[src/rtl/uart_receiver_if.sv]
// Receive-side UART bundle: serial line in, byte/error strobes and busy out.
// The receiver takes the slave view; the line driver and byte consumer take the master view.
interface uart_receiver_if;
  logic       rx;
  logic [7:0] rx_data;
  logic       rx_data_valid;
  logic       rx_frame_err;
  logic       rx_busy;

  modport master (
    output rx,
    input  rx_data,
    input  rx_data_valid,
    input  rx_frame_err,
    input  rx_busy
  );

  modport slave (
    input  rx,
    output rx_data,
    output rx_data_valid,
    output rx_frame_err,
    output rx_busy
  );
endinterface

[src/rtl/uart_receiver.sv]
// UART 8N1 receiver, LSB first: rx_sync lags rx by 2 clocks, byte/error strobe lands one cycle after the stop sample.
// No back-pressure: rx_data holds until the next good byte, so the consumer must take it within one frame.
module uart_receiver #(
  parameter int BAUD_VAL = 87
) (
  input  logic           clk,
  input  logic           reset_n,
  uart_receiver_if.slave bus
);
  localparam int          HALF     = (BAUD_VAL - 1) / 2;
  localparam logic [15:0] HALF_CNT = 16'(HALF);
  localparam logic [15:0] LAST_CNT = 16'(BAUD_VAL - 1);

  typedef enum logic [2:0] {
    IDLE    = 3'd0,
    START   = 3'd1,
    RXDATA  = 3'd2,
    STOP    = 3'd3,
    CLEANUP = 3'd4
  } state_t;

  state_t      state, state_nxt;
  logic        sync_a, rx_sync;
  logic [1:0]  sync_fill;
  logic        armed;
  logic [15:0] cnt, cnt_nxt;
  logic [2:0]  idx, idx_nxt;
  logic [7:0]  shift, shift_nxt;
  logic [7:0]  data, data_nxt;
  logic        valid, valid_nxt;
  logic        frame_err, frame_err_nxt;

  // The synchroniser resets to 1s, so arming waits until it holds real line samples;
  // otherwise a reset released mid-frame would arm on the reset value and false-start.
  always_ff @(posedge clk or negedge reset_n) begin
    if (!reset_n) begin
      sync_a    <= 1'b1;
      rx_sync   <= 1'b1;
      sync_fill <= 2'b00;
      armed     <= 1'b0;
    end else begin
      sync_a    <= bus.rx;
      rx_sync   <= sync_a;
      sync_fill <= {sync_fill[0], 1'b1};
      if (sync_fill[1] && rx_sync) begin
        armed <= 1'b1;
      end
    end
  end

  always_ff @(posedge clk or negedge reset_n) begin
    if (!reset_n) begin
      state <= IDLE;
    end else begin
      state <= state_nxt;
    end
  end

  always_comb begin
    state_nxt     = state;
    cnt_nxt       = cnt;
    idx_nxt       = idx;
    shift_nxt     = shift;
    data_nxt      = data;
    valid_nxt     = 1'b0;
    frame_err_nxt = 1'b0;
    case (state)
      IDLE: begin
        cnt_nxt = 16'd0;
        idx_nxt = 3'd0;
        if (armed && !rx_sync) begin
          state_nxt = START;
        end
      end
      START: begin
        if (cnt < HALF_CNT) begin
          cnt_nxt = cnt + 16'd1;
        end else begin
          cnt_nxt   = 16'd0;
          state_nxt = rx_sync ? IDLE : RXDATA;
        end
      end
      RXDATA: begin
        if (cnt < LAST_CNT) begin
          cnt_nxt = cnt + 16'd1;
        end else begin
          cnt_nxt        = 16'd0;
          shift_nxt[idx] = rx_sync;
          if (idx == 3'd7) begin
            idx_nxt   = 3'd0;
            state_nxt = STOP;
          end else begin
            idx_nxt = idx + 3'd1;
          end
        end
      end
      STOP: begin
        if (cnt < LAST_CNT) begin
          cnt_nxt = cnt + 16'd1;
        end else begin
          cnt_nxt   = 16'd0;
          state_nxt = CLEANUP;
          if (rx_sync) begin
            data_nxt  = shift;
            valid_nxt = 1'b1;
          end else begin
            frame_err_nxt = 1'b1;
          end
        end
      end
      // A held-low line (break) parks here, so it reports one error rather than a stream of frames.
      CLEANUP: begin
        if (rx_sync) begin
          state_nxt = IDLE;
        end
      end
      default: begin
        state_nxt = IDLE;
        cnt_nxt   = 16'd0;
        idx_nxt   = 3'd0;
      end
    endcase
  end

  always_ff @(posedge clk or negedge reset_n) begin
    if (!reset_n) begin
      cnt       <= 16'd0;
      idx       <= 3'd0;
      shift     <= 8'h00;
      data      <= 8'h00;
      valid     <= 1'b0;
      frame_err <= 1'b0;
    end else begin
      cnt       <= cnt_nxt;
      idx       <= idx_nxt;
      shift     <= shift_nxt;
      data      <= data_nxt;
      valid     <= valid_nxt;
      frame_err <= frame_err_nxt;
    end
  end

  assign bus.rx_data       = data;
  assign bus.rx_data_valid = valid;
  assign bus.rx_frame_err  = frame_err;
  assign bus.rx_busy       = (state != IDLE);

  strobes_exclusive: assert property (@(posedge clk) disable iff (!reset_n) !(valid && frame_err));

endmodule
[src/flat_wrapper.sv]
// flat-port wrapper written by rule: the top's interface ports become plain ports
module uart_receiver_flat 
#(
  parameter int BAUD_VAL = 87
)
  (clk, reset_n, bus_rx, bus_rx_data, bus_rx_data_valid, bus_rx_frame_err, bus_rx_busy);
  uart_receiver_if bus_i ();
  input  logic clk;
  input  logic reset_n;
  input wire logic [$bits(bus_i.rx)-1:0] bus_rx;
  output wire logic [$bits(bus_i.rx_data)-1:0] bus_rx_data;
  output wire logic [$bits(bus_i.rx_data_valid)-1:0] bus_rx_data_valid;
  output wire logic [$bits(bus_i.rx_frame_err)-1:0] bus_rx_frame_err;
  output wire logic [$bits(bus_i.rx_busy)-1:0] bus_rx_busy;
  assign bus_i.rx = bus_rx;
  assign bus_rx_data = bus_i.rx_data;
  assign bus_rx_data_valid = bus_i.rx_data_valid;
  assign bus_rx_frame_err = bus_i.rx_frame_err;
  assign bus_rx_busy = bus_i.rx_busy;
  uart_receiver #(.BAUD_VAL(BAUD_VAL)) u_core (.clk(clk), .reset_n(reset_n), .bus(bus_i));
endmodule
[config.mk]
export PLATFORM = sky130hd
export DESIGN_NAME = uart_receiver_flat
export DESIGN_NICKNAME = d
export VERILOG_FILES = /design/src/rtl/uart_receiver_if.sv /design/src/rtl/uart_receiver.sv /design/src/flat_wrapper.sv
export SDC_FILE = /design/constraint.sdc
export NUM_CORES = 1
export LEC_CHECK = 0
export BUFFER_PORTS_ARGS = -buffer_cell sky130_fd_sc_hd__buf_2
export CAP_MARGIN = 0
export CELL_PAD_IN_SITES_DETAIL_PLACEMENT = 1
export CELL_PAD_IN_SITES_GLOBAL_PLACEMENT = 2
export CORE_ASPECT_RATIO = 1.75
export CORE_MARGIN = 2
export CORE_UTILIZATION = 43
export DETAILED_ROUTE_END_ITERATION = 6
export HOLD_SLACK_MARGIN = 0.02
export PLACE_DENSITY_LB_ADDON = 0.1
export SYNTH_ARGS = -nofsm -noshare
export SYNTH_HDL_FRONTEND = slang
export SYNTH_SLANG_ARGS = --single-unit
[constraint.sdc]
create_clock -name clk -period 3.2 [get_ports clk]
set_clock_uncertainty 0.2 [all_clocks]
set_input_delay 0.64 -clock clk [delete_from_list [all_inputs] [get_ports clk]]
set_output_delay 0.64 -clock clk [all_outputs]
set_load 0.02 [all_outputs]
---- Word-level counts from Yosys, hierarchy flattened ----
Index checks and enable logic that the tools add are counted.
word-level totals
  bits of input ports ..................... 3
  bits in registers ....................... 45
operators by class
  multiplexer cells ....................... 23
  magnitude comparators ................... 4
  add/subtract/negate cells ............... 2
  bitwise gates (word level) .............. 2
  eq/ne operators ......................... 11
  reductions and logical operators ........ 12
operators by type and width
  kind                                                                                 count
  16-bit one-hot mux with 3 select lines                                               1
  16-bit two-way mux                                                                   2
  3-bit two-way mux                                                                    8
  16-bit by 1-bit adder with 16-bit output, second input constant                      1
  16-bit by 6-bit < comparator with 1-bit output, second input constant                1
  16-bit by 7-bit < comparator with 1-bit output, second input constant                1
  3-bit one-hot mux with 5 select lines                                                1
  8-bit bitwise mux                                                                    1
  1-bit two-way mux                                                                    7
  3-bit by 2-bit equality test with 1-bit output, second input constant                2
  3-bit equality test, second input constant                                           2
  2-bit by 1-bit inequality test with 1-bit output, second input constant              3
  2-bit inequality test, second input constant                                         3
  3-bit one-hot mux with 2 select lines                                                1
  6-bit AND reduction                                                                  1
  3-bit by 4-bit < comparator with 1-bit output, second input constant                 1
  2-bit AND reduction                                                                  2
  3-bit by 1-bit adder with 3-bit output, second input constant                        1
  1-bit demux with 3-bit select                                                        1
  3-bit by 1-bit equality test with 1-bit output, second input constant                1
  3-bit by 1-bit greater-or-equal comparator with 1-bit output, second input constant  1
  1-bit logical AND                                                                    3
  3-bit logical NOT                                                                    1
  3-bit AND reduction                                                                  1
  other kinds (6)                                                                      7

---- Logic depth before layout (Yosys ltp) ----
Gate-level depths: netlist (run 1).
  depth in word-level cells ............... 5
  depth in mapped cells ................... 7
  mapped depth without buffers ............ 6

---- Worst setup path after synthesis (run 1) ----
No wires, ideal clock.
  path kind ............................... flip-flop to flip-flop
  start ................................... reg u_core.cnt[9]
  end ..................................... reg u_core.data[0], in the netlist u_core.bus.rx_data[0]
  cell stages (with the launch flop) ...... 7
  arrival time ............................ 1.834 ns
  path slack .............................. 1.042 ns
  path buffers ............................ 1
  setup time .............................. 0.125 ns
  cell sequence ........................... dfrtp_1 nor4_1 nand3_1 or2_2 buf_2 nand4_2 mux2_2
on the way
  longest elaborated chain between the ends .. 3
RTL lines
  item                                            line                  RTL
  start: declaration                              uart_receiver.sv:26   logic [15:0] cnt, cnt_nxt;
  start signal: assignment                        uart_receiver.sv:134  cnt <= cnt_nxt;
  16-bit by 7-bit < comparator with 1-bit output  uart_receiver.sv:98   if (cnt < LAST_CNT) begin
  1-bit inverter (no source line)                 -
  3-bit AND reduction (no source line)            -
  end signal: assignment                          uart_receiver.sv:137  data <= data_nxt;
  end: declaration                                uart_receiver.sv:29   logic [7:0] data, data_nxt;
No other way between the ends.
A chain may end at the register's enable or synchronous reset.

---- Worst setup path after layout (run 1) ----
  start ................................... reg u_core.cnt[9]
  end ..................................... reg u_core.data[2], in the netlist u_core.bus.rx_data[2]
Same word-level chain as after synthesis.

==> results of run 1 <==
-- layer usage --
layer	GRT usage (%)	up-vias
li1	-	657
met1	19.2	684
met2	33.2	17
met3	2.44	8
met4	7.54	0
met5	0	-
-- flip-flops by register name, indices dropped and copies added (netlist names) --
| register | count |
|---|---|
| u_core.cnt | 16 |
| u_core.bus.rx_data | 8 |
| u_core.shift | 8 |
| u_core.idx | 3 |
| u_core.state | 3 |
| u_core.sync_fill | 2 |
| u_core.armed | 1 |
| u_core.bus.rx_data_valid | 1 |
| u_core.bus.rx_frame_err | 1 |
| u_core.rx_sync | 1 |
| u_core.sync_a | 1 |
-- cells by family after synthesis --
family | Yosys count | share of synthesized area [%]
AO/OA/AOI/OAI | 18 | 7.33
XOR/XNOR | 9 | 3.82
adder cells (fa/ha/maj) | 3 | 1.82
buffers and inverters | 12 | 2.30
flip-flops | 45 | 54.7
multiplexers | 19 | 10.2
other | 1 | 0.182
AND/OR/NAND/NOR | 72 | 19.6
-- final timing paths --
| path | from | endpoint | slack, ps | cells after the start |
|---|---|---|---|---|
| setup / recovery | u_core.cnt[9] | u_core.bus.rx_data[2] | 800 | 5 |
| hold / removal | u_core.sync_fill[0] | u_core.sync_fill[1] | 160 | 0 |
| max in group asynchronous | reset_n | u_core.shift[1] | 1880 | 1 |
| min in group asynchronous | reset_n | u_core.bus.rx_data_valid | 300 | 1 |
| setup reg to reg | u_core.cnt[9] | u_core.bus.rx_data[2] | 800 | 5 |
| hold reg to reg | u_core.sync_fill[0] | u_core.sync_fill[1] | 160 | 0 |
-- power groups by stage --
| stage | Sequential (mW) | Clock [mW] | Combinational, mW |
|---|---|---|---|
| after global placement | 0.683 | 0 | 0.222 |
| after global routing | 0.686 | 0.484 | 0.256 |
| after detailed placement | 0.688 | 0 | 0.231 |
| final | 0.675 | 0.441 | 0.226 |
| after CTS | 0.677 | 0.459 | 0.232 |
| after floorplan | 0.652 | 0 | 0.196 |
-- cells in the mapped netlist (5+ instances only) --
cell | instances | area [um2]
sky130_fd_sc_hd__inv_1 | 5 | 18.8
sky130_fd_sc_hd__nand2_1 | 9 | 33.8
sky130_fd_sc_hd__nor3_1 | 9 | 45.0
sky130_fd_sc_hd__clkbuf_1 | 5 | 18.8
sky130_fd_sc_hd__dfrtp_1 | 43 | 1080
sky130_fd_sc_hd__nor2_1 | 17 | 63.8
sky130_fd_sc_hd__xnor2_1 | 5 | 43.8
sky130_fd_sc_hd__nor4_1 | 5 | 31.3
sky130_fd_sc_hd__mux2_2 | 16 | 180
-- layout make-up --
class | count | area [um2] | share of cell area, %
sequential | 45 | 1130 | 49.3
timing repair buffer | 14 | 72.6 | 3.17
multi-input combinational | 122 | 888 | 38.8
clock buffer | 7 | 86.3 | 3.77
clock inverter | 1 | 30.0 | 1.31
tap | 52 | 65.1 | 2.84
inverter | 5 | 18.8 | 0.820
==> results.sh, run 1 <==
export IMPL_grtUsageTotal_pct=17.5
export IMPL_postCtsSetupRepairBufs=0
export IMPL_cp_num_buf_inv=0
export IMPL_final_period_minus_worst_setup_slack_ps=2400
export IMPL_gate_power_share_pct=16.8
export IMPL_finish_instance_area_um2=2290
export IMPL_routabilityCongestion=0.772
export IMPL_worst_hold_slack_ps=161
export IMPL_drive_above_1_share_pct=24.7
export IMPL_first_global_vias=1469
export IMPL_clock_root_buffer="sky130_fd_sc_hd__clkbuf_8"
export IMPL_synth_cell_types=48
export IMPL_postLayoutSetupSlackWorst_ps=799
export IMPL_io_pins=14
export IMPL_design_power_total_mw=1.34
export IMPL_power_density_nw_per_um2=586
export IMPL_drc=0
export IMPL_syn_nets=185
export IMPL_maxSlewHeadroom_pct=34.2
export IMPL_setup_viol=0
export IMPL_grt_start_max_net_pins=46
export IMPL_pwr_share_clk_pct=32.9
export IMPL_max_clock_path_buffers=2
export IMPL_outcome="finished, final reports clean"
export IMPL_synth_enable_flop_cells=0
export IMPL_highest_signal_layer="met4"
export IMPL_gr_total_overflow=0
export IMPL_wirelength_met1_mm=1.64
export IMPL_layout_cells_most_common="sky130_fd_sc_hd__dfrtp_1"
export IMPL_drtIter0Drc=44
export IMPL_max_vdd_ir_drop_mv=0.431
export IMPL_maxClockFrequency_ghz=0.416
export IMPL_cp_slowest_stage_delay_ps=430
export IMPL_endpoint_kind="register"
export IMPL_intPower_mw=0.956
export IMPL_cts_tree="yes"
export IMPL_post_cts_hold_buffer_count=0
export IMPL_path_delay_family="simple AND/OR/NAND/NOR gates"
export IMPL_placeable_core_region_um2=4670
export IMPL_floorplan_rows=33
export IMPL_ys_ff_latch=45
export IMPL_grt_first_pass_wirelength_mm=7.22
export IMPL_place_detailed_hpwl_mm=3.10
export IMPL_avgViaCountPerCell=5.55
export IMPL_area_growth_synth_to_final_pct=10.9
export IMPL_worst_setup_hold_path_clk_slew_ps=80
export IMPL_drt_first_pass_iters=2
export IMPL_die_width_um=56.4
export IMPL_clock_sink_count=45
export IMPL_syn_area_um2=2060
export IMPL_drt_antenna_violating_nets=0
export IMPL_worst_endpoint_arrival_ps=2380
export IMPL_num_nets_final=199
export IMPL_final_core_utilization_pct=49.1
export IMPL_met2_wirelength_mm=2.35
export IMPL_syn_instance_count=179
export IMPL_p_sw_share_pct=28.7
export IMPL_cp_cell_sequence="nor4_1 -> nand3_1 -> or2_2 -> nand4_2 -> mux2_2"
export IMPL_leakage_nw=1.10
export IMPL_netSwitchingPower_mw=0.385
export IMPL_seq_power_share_pct=50.3
export IMPL_crit_slowest_cell="sky130_fd_sc_hd__dfrtp_1"
export IMPL_number_of_antenna_violations_at_the_first_check_in_global_routing=0
export IMPL_tcrit_tclk_final_pct=75.0
export IMPL_crit_path_start_kind="register"
export IMPL_hold_path_class="reg2reg"
export IMPL_dieHeight_um=95.7
export IMPL_ys_seq_area_share_pct=54.7
export IMPL_synthesis_yosys_warnings=0
export IMPL_wl_per_cell_um=16.9
export IMPL_highest_count_cells_in_the_layout_ignoring_fill_and_taps="43 x sky130_fd_sc_hd__dfrtp_1, 17 x sky130_fd_sc_hd__nor2_1, 16 x sky130_fd_sc_hd__mux2_2"
export IMPL_initial_utilization_pct=44.2
export IMPL_cts_htree_levels=2
export IMPL_nFillCells=534
export IMPL_design_die_area_um2=5390
export IMPL_drv_slew=0
export IMPL_diodes=0
export IMPL_timing_setup_tns_ps=0
export IMPL_post_synthesis_average_cell_area_um2=11.5
export IMPL_post_cts_resize_count=0
export IMPL_port_buffers=13
export IMPL_worst_slew_pin_slew_ps=987
export IMPL_clk_latency_ps=290
export IMPL_instances_no_fill=246
export IMPL_worst_path_max_fanout=9
export IMPL_synth_flop_cell="sky130_fd_sc_hd__dfrtp_1"
export IMPL_place_inst=238
export IMPL_ys_async_sr_fraction_pct=100
export IMPL_hold_viol=0
export IMPL_cts_buffers_inserted=5
export IMPL_timing_max_cap_violations=0
export IMPL_preCtsSetupSlack_ps=794
export IMPL_place_area_um2=2170
export IMPL_rsz0062_at_grt="no"
export IMPL_detail_route_wirelength_mm=4.16
export IMPL_cp_data_required_time_ps=3180
export IMPL_route_met3_wl_um=81
export IMPL_routed_vias=1366
export IMPL_worst_setup_path_type="reg2reg"
Note: power is estimated with default switching activity, not from simulation.
==> inputs of run 2 (changes only) <==
ABC_AREA = 1   (was default)
CORE_UTILIZATION = 32   (was 43)
clock period = 1.9 ns   (was 3.2 ns; I/O delays follow)
==> run 2 against run 1 <==
  * Area after synthesis rose by 2.8%
  * Combinational power rose by 96%
  * Via count rose by 20%
  * Global-route usage fell by 2.5 points
  * Final cell count rose by 46%
  * Highest routed layer unchanged
==> results.sh, run 2 <==
export IMPL_cts_tree="yes"
export IMPL_drc=0
export IMPL_grt_start_max_net_pins=46
export IMPL_worst_hold_startpoint="u_core.sync_fill[0]"
export IMPL_highest_count_cells_in_the_layout_ignoring_fill_and_taps="74 x sky130_fd_sc_hd__nand2_1, 43 x sky130_fd_sc_hd__nor2_1, 43 x sky130_fd_sc_hd__dfrtp_1"
export IMPL_max_vdd_ir_drop_mv=0.423
export IMPL_netSwitchingPower_mw=0.718
export IMPL_post_synth_top_count_cell="sky130_fd_sc_hd__nand2_1"
export IMPL_cts_buffers_inserted=5
export IMPL_gate_power_share_pct=18.3
export IMPL_synth_area_leaders="sky130_fd_sc_hd__dfrtp_1 51%, sky130_fd_sc_hd__nand2_1 13%, sky130_fd_sc_hd__nor2_1 7.8%, sky130_fd_sc_hd__nand3_1 5.7%, sky130_fd_sc_hd__inv_1 4.4%"
export IMPL_detail_route_wirelength_mm=4.69
export IMPL_nFillCells=808
export IMPL_place_area_um2=2310
export IMPL_seq_power_share_pct=43.9
export IMPL_drt_first_pass_iters=4
export IMPL_tcrit_tclk_final_pct=94.9
export IMPL_ys_async_sr_fraction_pct=100
export IMPL_drt_antenna_violating_nets=0
export IMPL_area_growth_synth_to_final_pct=17.6
export IMPL_worst_endpoint_arrival_ps=1220
export IMPL_die_width_um=65.6
export IMPL_area_taken_by_multi_input_logic_gates_um2=866
export IMPL_clock_root_buffer="sky130_fd_sc_hd__clkbuf_16"
export IMPL_design_die_area_um2=7320
export IMPL_syn_instance_count=254
export IMPL_endpoint_kind="output port"
export IMPL_timing_max_cap_violations=0
export IMPL_outcome="finished, final reports clean"
export IMPL_num_nets_final=283
export IMPL_yosysTopAreaCellShare_pct=50.7
export IMPL_layout_cells_most_common="sky130_fd_sc_hd__nand2_1"
export IMPL_synth_enable_flop_cells=0
export IMPL_p_sw_share_pct=29.7
export IMPL_intPower_mw=1.70
export IMPL_syn_nets=260
export IMPL_number_of_antenna_violations_at_the_first_check_in_global_routing=0
export IMPL_grtUsageTotal_pct=15.1
export IMPL_critPathLaunch="u_core.state[2]"
export IMPL_power_density_nw_per_um2=969
export IMPL_synth_largest_area_cell="sky130_fd_sc_hd__dfrtp_1"
export IMPL_seqCellArea_um2=1130
export IMPL_syn_area_um2=2120
export IMPL_diodes=0
export IMPL_hold_viol=0
export IMPL_post_synth_fa_ha_maj_area_fraction_pct=1.77
export IMPL_synth_xor_area_share_pct=1.65
export IMPL_initial_utilization_pct=32.7
export IMPL_ys_ff_latch=45
export IMPL_largest_register_ff_count=16
export IMPL_synth_common_cells="74 x sky130_fd_sc_hd__nand2_1, 44 x sky130_fd_sc_hd__nor2_1, 43 x sky130_fd_sc_hd__dfrtp_1"
export IMPL_port_buffers=13
export IMPL_max_clock_path_buffers=2
export IMPL_synth_compound_area_share_pct=2.36
export IMPL_cp_cell_sequence="nor2_2 -> nand2_1 -> buf_2"
export IMPL_cp_slowest_stage_delay_ps=440
export IMPL_cp_data_required_time_ps=1320
export IMPL_wirelength_met1_mm=1.65
export IMPL_largest_register="u_core.cnt"
export IMPL_crit_slowest_cell="sky130_fd_sc_hd__dfrtp_1"
export IMPL_hold_path_class="reg2reg"
export IMPL_worst_setup_path_type="reg2out"
export IMPL_gr_total_overflow=0
export IMPL_ys_seq_area_share_pct=53.2
export IMPL_avgViaCountPerCell=4.54
export IMPL_synth_cell_types=26
export IMPL_dieHeight_um=112
export IMPL_drive_above_1_share_pct=16.5
export IMPL_clk_latency_ps=290
export IMPL_worst_setup_hold_path_clk_slew_ps=60
export IMPL_drtIter0Drc=80
export IMPL_wl_per_cell_um=13.0
export IMPL_postCtsSetupRepairBufs=0
export IMPL_finish_instance_area_um2=2490
export IMPL_clock_sink_count=45
export IMPL_crit_path_start_kind="register"
export IMPL_route_met3_wl_um=105
export IMPL_met2_wirelength_mm=2.82
export IMPL_reg2reg_from="u_core.state[0]"
export IMPL_synth_flop_cell="sky130_fd_sc_hd__dfrtp_1"
export IMPL_routabilityCongestion=0.687
export IMPL_timing_setup_tns_ps=0
export IMPL_main_combinational_cell_family_by_area_after_synthesis="simple AND/OR/NAND/NOR gates"
export IMPL_cts_htree_levels=2
export IMPL_synthesis_yosys_warnings=0
export IMPL_pwr_share_clk_pct=37.8
export IMPL_highest_signal_layer="met4"
export IMPL_io_pins=14
export IMPL_design_power_total_mw=2.42
export IMPL_post_synthesis_average_cell_area_um2=8.35
export IMPL_leakage_nw=1.36
export IMPL_drv_slew=0
export IMPL_setup_viol=0
export IMPL_maxClockFrequency_ghz=0.555
export IMPL_placeable_core_region_um2=6490
export IMPL_post_synthesis_share_of_cell_area_spent_on_and_or_nand_and_nor_gates_pct=34.7
export IMPL_first_global_vias=1756
export IMPL_worst_path_max_fanout=5
export IMPL_rsz0062_at_grt="no"
export IMPL_grt_first_pass_wirelength_mm=8.24
export IMPL_routed_vias=1634
export IMPL_muxShareOfSynthArea_pct=0
export IMPL_place_detailed_hpwl_mm=3.47
export IMPL_floorplan_rows=39
export IMPL_final_period_minus_worst_setup_slack_ps=1800
==> run 2: what timing repair did <==
| item | in CTS | in global routing |
|---|---|---|
| resized for setup | 0 | 1 |
| endpoints found under the setup margin | 0 | 1 |
| hold endpoints to repair | 44 | 0 |
| hold buffers | 2 | 0 |
==> run 2: power by group through the flow <==
stage          logic (mW)  clock network (mW)  registers (mW)
2_1_floorplan       0.315                   0            1.06
3_3_place_gp        0.451                   0            1.08
3_5_place_dp        0.448                   0            1.08
4_1_cts             0.453               0.954            1.06
5_1_grt             0.513               0.981            1.07
6_report            0.442               0.913            1.06
==> run 2: metrics by stage <==
stage | worst slack [ps] | instances | util (%) | hold slack [ps]
6_report | 96.9 | 360 | 38.4 | 148
5_1_grt | 18.6 | 360 | 38.4 | 162
4_1_cts | 79.4 | 360 | 38.4 | 152
3_5_place_dp | 200 | 350 | 35.7 | 137
3_3_place_gp | 183 | 350 | 35.7 | 135
2_1_floorplan | 411 | 254 | - | -116
==> run 2: final cells by class <==
type	count	share of cell area (%)
sequential	45	45.2
multi-input combinational	177	34.7
clock buffer	7	6.12
timing repair buffer	20	5.42
inverter	28	4.21
tap	82	4.11
clock inverter	1	0.201
==> run 2: path summary, 6_finish.rpt <==
check,end,slack (ps),depth (start not counted)
min in group asynchronous,u_core.bus.rx_data[3],390,3
worst max-delay path,bus_rx_busy,100,3
max in group asynchronous,u_core.rx_sync,820,3
worst max register to register,u_core.idx[2],220,7
worst min register to register,u_core.sync_fill[1],150,0
worst min-delay path,u_core.sync_fill[1],150,0
==> run 2: worst max-delay path: cells and delay by family (launching register included) <==
kind	cells	cell delay (ps)
flip-flops	1	440
AND/OR/NAND/NOR	2	320
buffers and inverters	1	160
==> run 2: cell families after synthesis <==
family / after synthesis
AOI/OAI and AO/OA: 8
other: 1
and+or+nand+nor: 161
buffers and inverters: 32
adders and majority gates: 3
xor gates and xnor gates: 4
DFF: 45
==> run 2: per-layer routing <==
layer  global-route usage (%)  vias to the layer above
li1                         -                      826
met1                     13.8                      787
met2                     29.7                       14
met3                     3.03                        7
met4                     7.50                        0
met5                        0                        -
==> inputs of run 3 (changes only) <==
ABC_AREA = default   (was 1)
CORE_UTILIZATION = 36   (was 32)
==> run 3 against run 2 <==
  * The run now ends with setup timing left
  * First-iteration DRC count down 35%
  * Clock power fell by 32%
  * Sequential power is 4% higher
  * Via count increased by 0.12%
  * Sequential share of layout area decreased by 6.5 points
  * Die area shrank 13%
==> results.sh, run 3 (synthesis gave the netlist of run 1 again) <==
export IMPL_detail_route_wirelength_mm=5.24
export IMPL_clock_root_buffer="sky130_fd_sc_hd__clkbuf_8"
export IMPL_cts_htree_levels=2
export IMPL_wl_per_cell_um=16.2
export IMPL_worst_hold_startpoint="u_core.sync_a"
export IMPL_worst_path_max_fanout=6
export IMPL_postLayoutSetupSlackWorst_ps=-245
export IMPL_design_die_area_um2=6380
export IMPL_worst_endpoint_arrival_ps=2150
export IMPL_seq_power_share_pct=42.4
export IMPL_drv_slew=0
export IMPL_drt_antenna_violating_nets=0
export IMPL_max_clock_path_buffers=2
export IMPL_cts_buffers_inserted=5
export IMPL_clk_latency_ps=300
export IMPL_gate_power_share_pct=33.6
export IMPL_largest_register_ff_count=16
export IMPL_rsz0062_at_grt="yes"
export IMPL_endpoint_kind="register"
export IMPL_hold_path_class="reg2reg"
export IMPL_gr_total_overflow=0
export IMPL_timing_max_cap_violations=0
export IMPL_number_of_antenna_violations_at_the_first_check_in_global_routing=0
export IMPL_grt_start_max_net_pins=46
export IMPL_max_vdd_ir_drop_mv=0.745
export IMPL_worst_setup_hold_path_clk_slew_ps=90
export IMPL_worst_slew_pin_slew_ps=574
export IMPL_dieHeight_um=104
export IMPL_initial_utilization_pct=37.3
export IMPL_die_width_um=61.2
export IMPL_port_buffers=13
export IMPL_crit_path_start_kind="register"
export IMPL_pwr_share_clk_pct=24.0
export IMPL_place_detailed_hpwl_mm=3.54
export IMPL_drt_first_pass_iters=4
export IMPL_final_period_minus_worst_setup_slack_ps=2150
export IMPL_r2r_worst_path_cells=4
export IMPL_maxSlewHeadroom_pct=61.6
export IMPL_maxClockFrequency_ghz=0.466
export IMPL_routabilityCongestion=0.756
export IMPL_setup_viol=35
export IMPL_drc=0
export IMPL_reg2reg_from="u_core.cnt[7]"
export IMPL_p_sw_share_pct=32.5
export IMPL_violated_checks="setup timing"
export IMPL_placeable_core_region_um2=5540
export IMPL_io_pins=14
export IMPL_worst_setup_path_type="reg2reg"
export IMPL_rrSetupSlack_ps=-250
export IMPL_grt_first_pass_wirelength_mm=8.69
export IMPL_layout_cells_most_common="sky130_fd_sc_hd__dfrtp_1"
export IMPL_first_global_vias=1858
export IMPL_intPower_mw=1.75
export IMPL_hold_viol=0
export IMPL_area_growth_synth_to_final_pct=41.0
export IMPL_routed_vias=1636
export IMPL_diodes=0
export IMPL_avgViaCountPerCell=5.07
export IMPL_cts_tree="yes"
export IMPL_netSwitchingPower_mw=0.845
export IMPL_power_density_nw_per_um2=892
export IMPL_final_core_utilization_pct=52.6
export IMPL_highest_count_cells_in_the_layout_ignoring_fill_and_taps="43 x sky130_fd_sc_hd__dfrtp_1, 40 x sky130_fd_sc_hd__buf_4, 16 x sky130_fd_sc_hd__nor2_1"
export IMPL_grtUsageTotal_pct=18.3
export IMPL_tcrit_tclk_final_pct=113
export IMPL_leakage_nw=1.40
export IMPL_num_nets_final=252
export IMPL_drive_above_1_share_pct=48.6
export IMPL_outcome="finished with violations"
export IMPL_clock_sink_count=45
export IMPL_cp_data_required_time_ps=1900
export IMPL_rr_endpoint="u_core.shift[5]"
export IMPL_timing_setup_tns_ps=-3640
export IMPL_worst_hold_path_endpoint="u_core.rx_sync"
export IMPL_floorplan_rows=36
export IMPL_drtIter0Drc=52
export IMPL_largest_register="u_core.cnt"
export IMPL_worst_hold_path_num_cells=0
run 3: cell types whose count changed in the layout (fill, tap and decap cells not counted), sizes merged, moves of 10 or more:
cell | previous run | this run
nand2 | 81 | 10
mux2 | 0 | 17
nor3 | 0 | 10
buf | 18 | 64
nor2 | 49 | 17
inv | 27 | 6
nand3 | 25 | 2
run 3: worst max path at each step:
stage | slack, ps | from | to
global route | -280 | u_core.cnt[7] | u_core.shift[5]
global placement | -290 | u_core.cnt[7] | u_core.shift[4]
detailed placement | -330 | u_core.cnt[7] | u_core.shift[4]
finish | -250 | u_core.cnt[7] | u_core.shift[5]
CTS | -240 | u_core.cnt[7] | u_core.shift[5]
floorplan | -200 | u_core.cnt[7] | u_core.shift[5]
run 3: routing by layer:
metal  GRT usage (%)  vias to the layer above  share of wire (%)
met1            18.3                      835                 35
met2            33.8                       22                 60
li1                -                      768                  -
met3            2.86                       11                2.0
met4            8.85                        0                3.1
met5               0                        -                  0
run 3: cell type report:
type / instances / area (um2)
Clock inverter: 3 / 25.0
Tap cell: 76 / 95.1
Fill cell: 614 / 2630
Timing Repair Buffer: 66 / 533
Clock buffer: 5 / 68.8
Sequential cell: 45 / 1130
Inverter: 5 / 18.8
Multi-Input combinational cell: 123 / 1040
run 3: repair_timing:
item / CTS / global route
endpoints found under the setup margin: 35 / 36
pin swaps: 4 / 5
hold buffers: 2 / 0
resized for setup: 33 / 5
gates cloned: 1 / 0
endpoints found under the hold margin: 44 / 0
buffers inserted: 9 / 6
run 3: power by group through the flow:
stage | registers (mW) | logic [mW] | clock network [mW]
final | 1.10 | 0.873 | 0.624
after global routing | 1.11 | 0.957 | 0.694
after CTS | 1.10 | 0.847 | 0.644
after detailed placement | 1.11 | 0.658 | 0
after floorplan | 1.10 | 0.337 | 0
after global placement | 1.10 | 0.637 | 0
run 3: critical path: stages (launching register included):
cell	delay (ps)
sky130_fd_sc_hd__dfrtp_1	420
sky130_fd_sc_hd__o41ai_4	450
sky130_fd_sc_hd__o21ai_4	120
sky130_fd_sc_hd__or4b_1	540
sky130_fd_sc_hd__mux2_4	310
run 3: through the flow:
stage | power, mW | cell area, um2 | std cells | hold WS [ps] | worst slack (ps)
floorplan | 1.44 | 2070 | 179 | -116 | -201
global placement | 1.74 | 2490 | 298 | 132 | -286
detailed placement | 1.77 | 2490 | 298 | 145 | -333
CTS | 2.59 | 2840 | 317 | 161 | -239
global route | 2.76 | 2910 | 323 | 155 | -284
finish | 2.60 | 2910 | 323 | 159 | -245
